$ cat src/rtl/byte_align_detect.sv
// Byte-alignment detector: finds SYNC_WORD at any of 4 byte offsets and locks onto its period.
// Latency: sync_pulse, locked and delay_time are registered 1 clk after the deciding data_in word.
// Backpressure: none; one word is accepted every cycle. Optional stats port group: BYTE_ALIGN_STATS_EN.
module byte_align_detect #(
    parameter logic [31:0] SYNC_WORD   = 32'hEB90_EB90,
    parameter int          FRAME_WORDS = 16,
    parameter int          LOCK_CNT    = 4,
    parameter int          MISS_MAX    = 3
) (
    input  logic        clk,
    input  logic        rst,
    input  logic [31:0] data_in,
    output logic [2:0]  delay_time,
    output logic        locked,
    output logic        sync_pulse
`ifdef BYTE_ALIGN_STATS_EN
    ,
    output logic [15:0] relock_cnt,
    output logic        slip_flag
`endif
);

    localparam logic [7:0] FCNT_LOAD = 8'(FRAME_WORDS - 1);
    localparam logic [3:0] LOCK_TGT  = 4'(LOCK_CNT);
    localparam logic [3:0] MISS_TGT  = 4'(MISS_MAX);

    typedef enum logic [1:0] {
        ST_SEARCH = 2'd0,
        ST_VERIFY = 2'd1,
        ST_LOCKED = 2'd2
    } state_t;

    state_t      r_state, w_state_nxt;
    // Only the low three bytes of the previous word can ever complete a candidate.
    logic [23:0] r_data_r1;
    logic [7:0]  r_fcnt, w_fcnt_nxt;
    logic [3:0]  r_hcnt, w_hcnt_nxt;
    logic [3:0]  r_mcnt, w_mcnt_nxt;
    logic [1:0]  r_cand, w_cand_nxt;
    logic [2:0]  r_delay_time, w_delay_nxt;
    logic        r_sync_pulse, w_pulse_nxt;

    logic [31:0] w_cwin [4];
    logic [3:0]  w_hit;
    logic        w_any_hit;
    logic [1:0]  w_hit_k;
    logic        w_hit_cand;
    logic        w_slot;

    // Candidate words for each byte offset across the previous/current word window.
    always_comb begin
        w_cwin[0] = data_in;
        w_cwin[1] = {r_data_r1[7:0],  data_in[31:8]};
        w_cwin[2] = {r_data_r1[15:0], data_in[31:16]};
        w_cwin[3] = {r_data_r1[23:0], data_in[31:24]};
        for (int k = 0; k < 4; k++) begin
            w_hit[k] = (w_cwin[k] == SYNC_WORD);
        end
    end

    // Lowest matching offset wins when several candidates hit together.
    always_comb begin
        w_hit_k = 2'd0;
        if (w_hit[3]) w_hit_k = 2'd3;
        if (w_hit[2]) w_hit_k = 2'd2;
        if (w_hit[1]) w_hit_k = 2'd1;
        if (w_hit[0]) w_hit_k = 2'd0;
    end

    assign w_any_hit  = |w_hit;
    assign w_hit_cand = w_hit[r_cand];
    assign w_slot     = (r_fcnt == 8'd0);

    // Next-state logic: search for any offset, verify its period, then track it while locked.
    always_comb begin
        w_state_nxt = r_state;
        w_fcnt_nxt  = r_fcnt;
        w_hcnt_nxt  = r_hcnt;
        w_mcnt_nxt  = r_mcnt;
        w_cand_nxt  = r_cand;
        w_delay_nxt = r_delay_time;
        w_pulse_nxt = 1'b0;
        case (r_state)
            ST_SEARCH: begin
                if (w_any_hit) begin
                    w_cand_nxt  = w_hit_k;
                    w_fcnt_nxt  = FCNT_LOAD;
                    w_hcnt_nxt  = 4'd1;
                    w_state_nxt = ST_VERIFY;
                end
            end
            ST_VERIFY: begin
                if (w_slot) begin
                    w_fcnt_nxt = FCNT_LOAD;
                    if (w_hit_cand) begin
                        w_hcnt_nxt = r_hcnt + 4'd1;
                        if (r_hcnt + 4'd1 == LOCK_TGT) begin
                            w_state_nxt = ST_LOCKED;
                            w_delay_nxt = {1'b0, r_cand};
                            w_mcnt_nxt  = 4'd0;
                            w_pulse_nxt = 1'b1;
                        end
                    end else begin
                        // Failed verify: treat this same window as a fresh search cycle.
                        w_state_nxt = ST_SEARCH;
                        if (w_any_hit) begin
                            w_cand_nxt  = w_hit_k;
                            w_fcnt_nxt  = FCNT_LOAD;
                            w_hcnt_nxt  = 4'd1;
                            w_state_nxt = ST_VERIFY;
                        end
                    end
                end else begin
                    w_fcnt_nxt = r_fcnt - 8'd1;
                end
            end
            ST_LOCKED: begin
                if (w_slot) begin
                    w_fcnt_nxt = FCNT_LOAD;
                    if (w_hit_cand) begin
                        w_mcnt_nxt  = 4'd0;
                        w_pulse_nxt = 1'b1;
                    end else begin
                        w_mcnt_nxt = r_mcnt + 4'd1;
                        if (r_mcnt + 4'd1 == MISS_TGT) begin
                            w_state_nxt = ST_SEARCH;
                        end
                    end
                end else begin
                    w_fcnt_nxt = r_fcnt - 8'd1;
                end
            end
            default: begin
                w_state_nxt = ST_SEARCH;
            end
        endcase
    end

    // State and datapath registers with synchronous reset.
    always_ff @(posedge clk) begin
        if (rst) begin
            r_state      <= ST_SEARCH;
            r_data_r1    <= 24'd0;
            r_fcnt       <= 8'd0;
            r_hcnt       <= 4'd0;
            r_mcnt       <= 4'd0;
            r_cand       <= 2'd0;
            r_delay_time <= 3'd0;
            r_sync_pulse <= 1'b0;
        end else begin
            r_state      <= w_state_nxt;
            r_data_r1    <= data_in[23:0];
            r_fcnt       <= w_fcnt_nxt;
            r_hcnt       <= w_hcnt_nxt;
            r_mcnt       <= w_mcnt_nxt;
            r_cand       <= w_cand_nxt;
            r_delay_time <= w_delay_nxt;
            r_sync_pulse <= w_pulse_nxt;
        end
    end

    assign delay_time = r_delay_time;
    assign locked     = (r_state == ST_LOCKED);
    assign sync_pulse = r_sync_pulse;

`ifdef BYTE_ALIGN_STATS_EN
    logic        w_lock_entry;
    logic        w_lock_lost;
    logic [15:0] r_relock_cnt;
    logic        r_slip_flag;
    logic        r_prev_valid;

    assign w_lock_entry = (r_state == ST_VERIFY) && (w_state_nxt == ST_LOCKED);
    assign w_lock_lost  = (r_state == ST_LOCKED) && (w_state_nxt == ST_SEARCH);

    // Count lock losses (saturating) and flag a new lock landing on a different offset.
    always_ff @(posedge clk) begin
        if (rst) begin
            r_relock_cnt <= 16'd0;
            r_slip_flag  <= 1'b0;
            r_prev_valid <= 1'b0;
        end else begin
            if (w_lock_lost && (r_relock_cnt != 16'hFFFF)) begin
                r_relock_cnt <= r_relock_cnt + 16'd1;
            end
            r_slip_flag <= w_lock_entry && r_prev_valid && ({1'b0, r_cand} != r_delay_time);
            if (w_lock_entry) begin
                r_prev_valid <= 1'b1;
            end
        end
    end

    assign relock_cnt = r_relock_cnt;
    assign slip_flag  = r_slip_flag;
`endif

endmodule

$ cat config.mk
export PLATFORM = sky130hd
export DESIGN_NAME = byte_align_detect
export DESIGN_NICKNAME = d
export VERILOG_FILES = /design/src/rtl/byte_align_detect.sv
export SDC_FILE = /design/constraint.sdc
export NUM_CORES = 1
export LEC_CHECK = 0
export ABC_CLOCK_PERIOD_IN_PS = 5200
export CAP_MARGIN = 15
export CELL_PAD_IN_SITES_DETAIL_PLACEMENT = 0
export CELL_PAD_IN_SITES_GLOBAL_PLACEMENT = 1
export CORE_UTILIZATION = 44
export CTS_CLUSTER_SIZE = 20
export DETAILED_ROUTE_END_ITERATION = 6
export PLACE_DENSITY = 0.82
export SETUP_SLACK_MARGIN = 0.4
export SLEW_MARGIN = 20
export SYNTH_ARGS = -nofsm -noshare
export SYNTH_HDL_FRONTEND = slang
export SYNTH_SLANG_ARGS = --single-unit
$ cat constraint.sdc
create_clock -name clk -period 5.2 [get_ports clk]
set_input_delay 0.78 -clock clk [delete_from_list [all_inputs] [get_ports clk]]
set_output_delay 0.78 -clock clk [all_outputs]
set_load 0.02 [all_outputs]
==> flow_summary_export.csv <==
group,metric,value,unit
power,combPwrFrac,16.6,%
floorplan,die_y,75.7,um
global_routing,met1_usage,24.4,%
cts,postCtsHoldBufs,0,
power,p_seq_share,54.6,%
finish,num-nets-final,331,
critical_path,crit_buf_inv,1,
timing,slew_headroom,48.6,%
timing,drv_slew,0,
power,power_density,242,nW/um^2
critical_path,max_stage_delay,0.50,ns
hold_path,hold_path_class,"reg -> reg",
yosys,ys_seq_elements,47,
timing,finalSetupTns,0,ns
power,power.clock.fraction,28.8,%
finish,area_delta_synth_final,21.1,%
floorplan,coreArea,5170,sq um
power,total_power,701,uW
global_routing,grt_use_total,19.8,%
detailed_routing,via_count,1943,
power,p_sw,182,uW
timing,hold_violations,0,
timing,final-setup-viol-count,0,
global_routing,use_met3,4.37,%
cts,cts_resized,0,
power,p_int,520,uW
global_routing,antenna_found_initial,0,
cts,cts_buffer_depth,2,
critical_path,cp.required,5.39,ns
cts,clk_latency,0.30,ns
detailed_routing,drt-pass1-iter-count,4,
yosys,yosys_warnings,0,
critical_path,worst_r2r_path_depth,7,
placed_design,port_buffers,37,
detailed_routing,wl_per_cell,14.2,um
yosys,synth_edf_count,0,
finish,final_cell_area,2900,sq um
yosys,synthFlopType,"dfxtp_1",
critical_path,rr_startpoint,"r_data_r1[15]",
timing,max_freq,341,MHz
floorplan,die_x,75.7,um
timing,worst_slew_pin_slew,0.770,ns
yosys,async_flop_share,0,%
finish,antennaDiodeCount,0,
power,swShare,25.9,%
cts,clock-root-buffer,"clkbuf_8",
floorplan,num_rows,26,
critical_path,critPathKind,"in -> reg",
timing,setup_slack,2.27,ns
cts,tritoncts,"done",
yosys,synthesis.area,2390,sq um
outcome,status,"finished clean",
critical_path,worst_r2r_endpoint,"r_mcnt[3]",
power,leakagePower,1.01,nW
placed_design,dp_slack,1.96,ns
floorplan,dieArea,5730,sq um
detailed_routing,drtAntennaViolNets,0,
global_routing,grt_pass1_vias,1769,
detailed_routing,via_per_inst,5.43,
critical_path,critPathLaunchType,"input pin",
job,max-cap-violations,0,
power,peakVddDrop,0.118,mV
yosys,ys_seq_area_share,39.4,%
cts,path_clk_slew,0.08,ns
global_routing,grt_max_degree,47,
critical_path,crit_chain,"clkdlybuf4s50_1, nor4bb_1, nand4_1, mux2_2, o32ai_4, a31o_2, a21oi_1, a211o_1",
critical_path,critPathMaxFanout,8,
critical_path,cpLargestDelayFamily,"compound AO/OA/AOI/OAI gates",
global_routing,grt-ovfl-total,0,
global_routing,grt_most_used_layer,"met2",
yosys,ys_types,56,
detailed_routing,wl,5.07,mm
floorplan,num_io_pins,39,
critical_path,end_kind,"flop",
floorplan,initial_core_util,46.2,%
detailed_routing,drc,0,
cts,cts_setup_buffers,0,
cts,clock-sinks,47,
placed_design,hpwl,3.92,mm
placed_design,finalWeightedCongestion,0.820,
critical_path,cp-startpoint,"data_in[23]",
cts,cts_max_level,2,
yosys,syn-instance-count,252,
timing,rsz0062_at_grt,"false",
timing,min_period,2.93,ns
critical_path,r2r_slack,2.90,ns
critical_path,cp.depth,8,
placed_design,placedInstanceArea,2820,sq um
timing,skew,0.00995,ns
detailed_routing,drt_iter0_drc,73,
critical_path,critPathSlowestCell,"clkdlybuf4s50_1",
global_routing,grt_pass1_wl,8.36,mm
global_routing,use_met2,34.5,%
critical_path,crit_end,"r_mcnt[3]",
yosys,syn_avg_cell_area,9.49,sq um
yosys,synth_nets,294,
finish,drive_gt1_share,9.03,%
timing,period_share,56.3,%
cts,cts_buffers,5,
critical_path,cp.arrival,3.12,ns
## state kept, by name, summed over array words and instances, names as in the netlist
| signal | cells |
|---|---|
| r_data_r1 | 24 |
| r_hcnt | 4 |
| r_fcnt | 8 |
| sync_pulse | 1 |
| r_state | 2 |
| r_mcnt | 4 |
| r_cand | 2 |
| delay_time | 2 |
## Yosys cell counts (3+ instances only)
master,instances,area (sq um)
a211oi_1,5,37.5
nand4_1,8,50.1
o21ai_0,6,30.0
nor4bb_1,8,80.1
nand4bb_1,4,45.0
dfxtp_1,47,941
nor2_1,19,71.3
a21oi_1,18,90.1
ha_1,8,100
nand3b_1,5,37.5
nand2_1,11,41.3
clkbuf_1,7,26.3
inv_1,8,30.0
nor4b_2,3,45.0
and4bb_1,3,37.5
nand2b_1,5,31.3
nor2b_1,25,156
nor3b_1,3,22.5
nand3_1,8,40.0
nor3_1,4,20.0
## kinds of logic (layout without fill, tap and decap cells)
family                   Yosys count  in the layout  share of synthesized area, %
AND/OR/NAND/NOR                  126            126                          36.5
AO/OA/AOI/OAI                     50             50                          15.2
flip-flops                        47             47                          39.4
buffers and inverters             16             52                          2.67
adder cells (fa/ha/maj)            8              8                          4.19
multiplexers                       4              4                          1.94
other                              1              1                         0.157
## worst min-delay path by stage
| stage | start | slack (ns) | endpoint | cells after the start |
|---|---|---|---|---|
| 2_1_floorplan | r_fcnt[7] | 0.46 | r_fcnt[7] | 2 |
| 3_3_place_gp | delay_time[0] | 0.45 | delay_time[0] | 2 |
| 3_5_place_dp | delay_time[0] | 0.45 | delay_time[0] | 2 |
| 4_1_cts | delay_time[0] | 0.46 | delay_time[0] | 2 |
| 5_1_grt | delay_time[0] | 0.48 | delay_time[0] | 2 |
| 6_report | delay_time[0] | 0.46 | delay_time[0] | 2 |
## cell type report
class	count	area [sq um]
Tap cell	70	87.6
Multi-Input combinational cell	189	1390
Inverter	8	30.0
Clock buffer	6	72.6
Sequential cell	47	941
Fill cell	463	2280
Timing Repair Buffer	38	378
## cell usage in the layout (no fill, tap or decap), drive strengths merged, types with 6 or more instances in the layout
cell type / synthesis / routed
dfxtp: 47 / 47
clkdlybuf4s50: 0 / 37
nor2b: 26 / 26
nor2: 19 / 19
a21oi: 19 / 19
nand2: 11 / 11
nand3: 9 / 9
inv: 8 / 8
nand4: 8 / 8
nor4bb: 8 / 8
ha: 8 / 8
o21ai: 8 / 8
a211oi: 6 / 6
clkbuf: 7 / 6
nor3: 6 / 6
## power groups by stage
stage | Combinational (mW) | Clock [mW] | Sequential (mW)
floorplan | 0.0721 | 0 | 0.388
global placement | 0.118 | 0 | 0.391
detailed placement | 0.116 | 0 | 0.391
CTS | 0.117 | 0.205 | 0.383
global route | 0.130 | 0.222 | 0.385
finish | 0.117 | 0.202 | 0.383
## per-layer routing
metal  up-vias  wire (um)
met5         -          0
met4         0         70
met3         6        181
met2        43       2450
met1       896       2370
li1        998          -
## worst min-delay path, stage by stage, from the launching register on
cell	delay [ns]
dfxtp_1	0.31
nand2_1	0.05
a21oi_1	0.05
## per-stage QoR
stage                     hold slack, ns  std cells  utilization [%]
after detailed placement           0.447        352             54.6
after floorplan                    0.458        252                -
final                              0.456        358             56.0
after CTS                          0.458        358             56.0
after global placement             0.446        352             54.6
after global routing               0.480        358             56.0
Power figures use the tool's default switching activity.
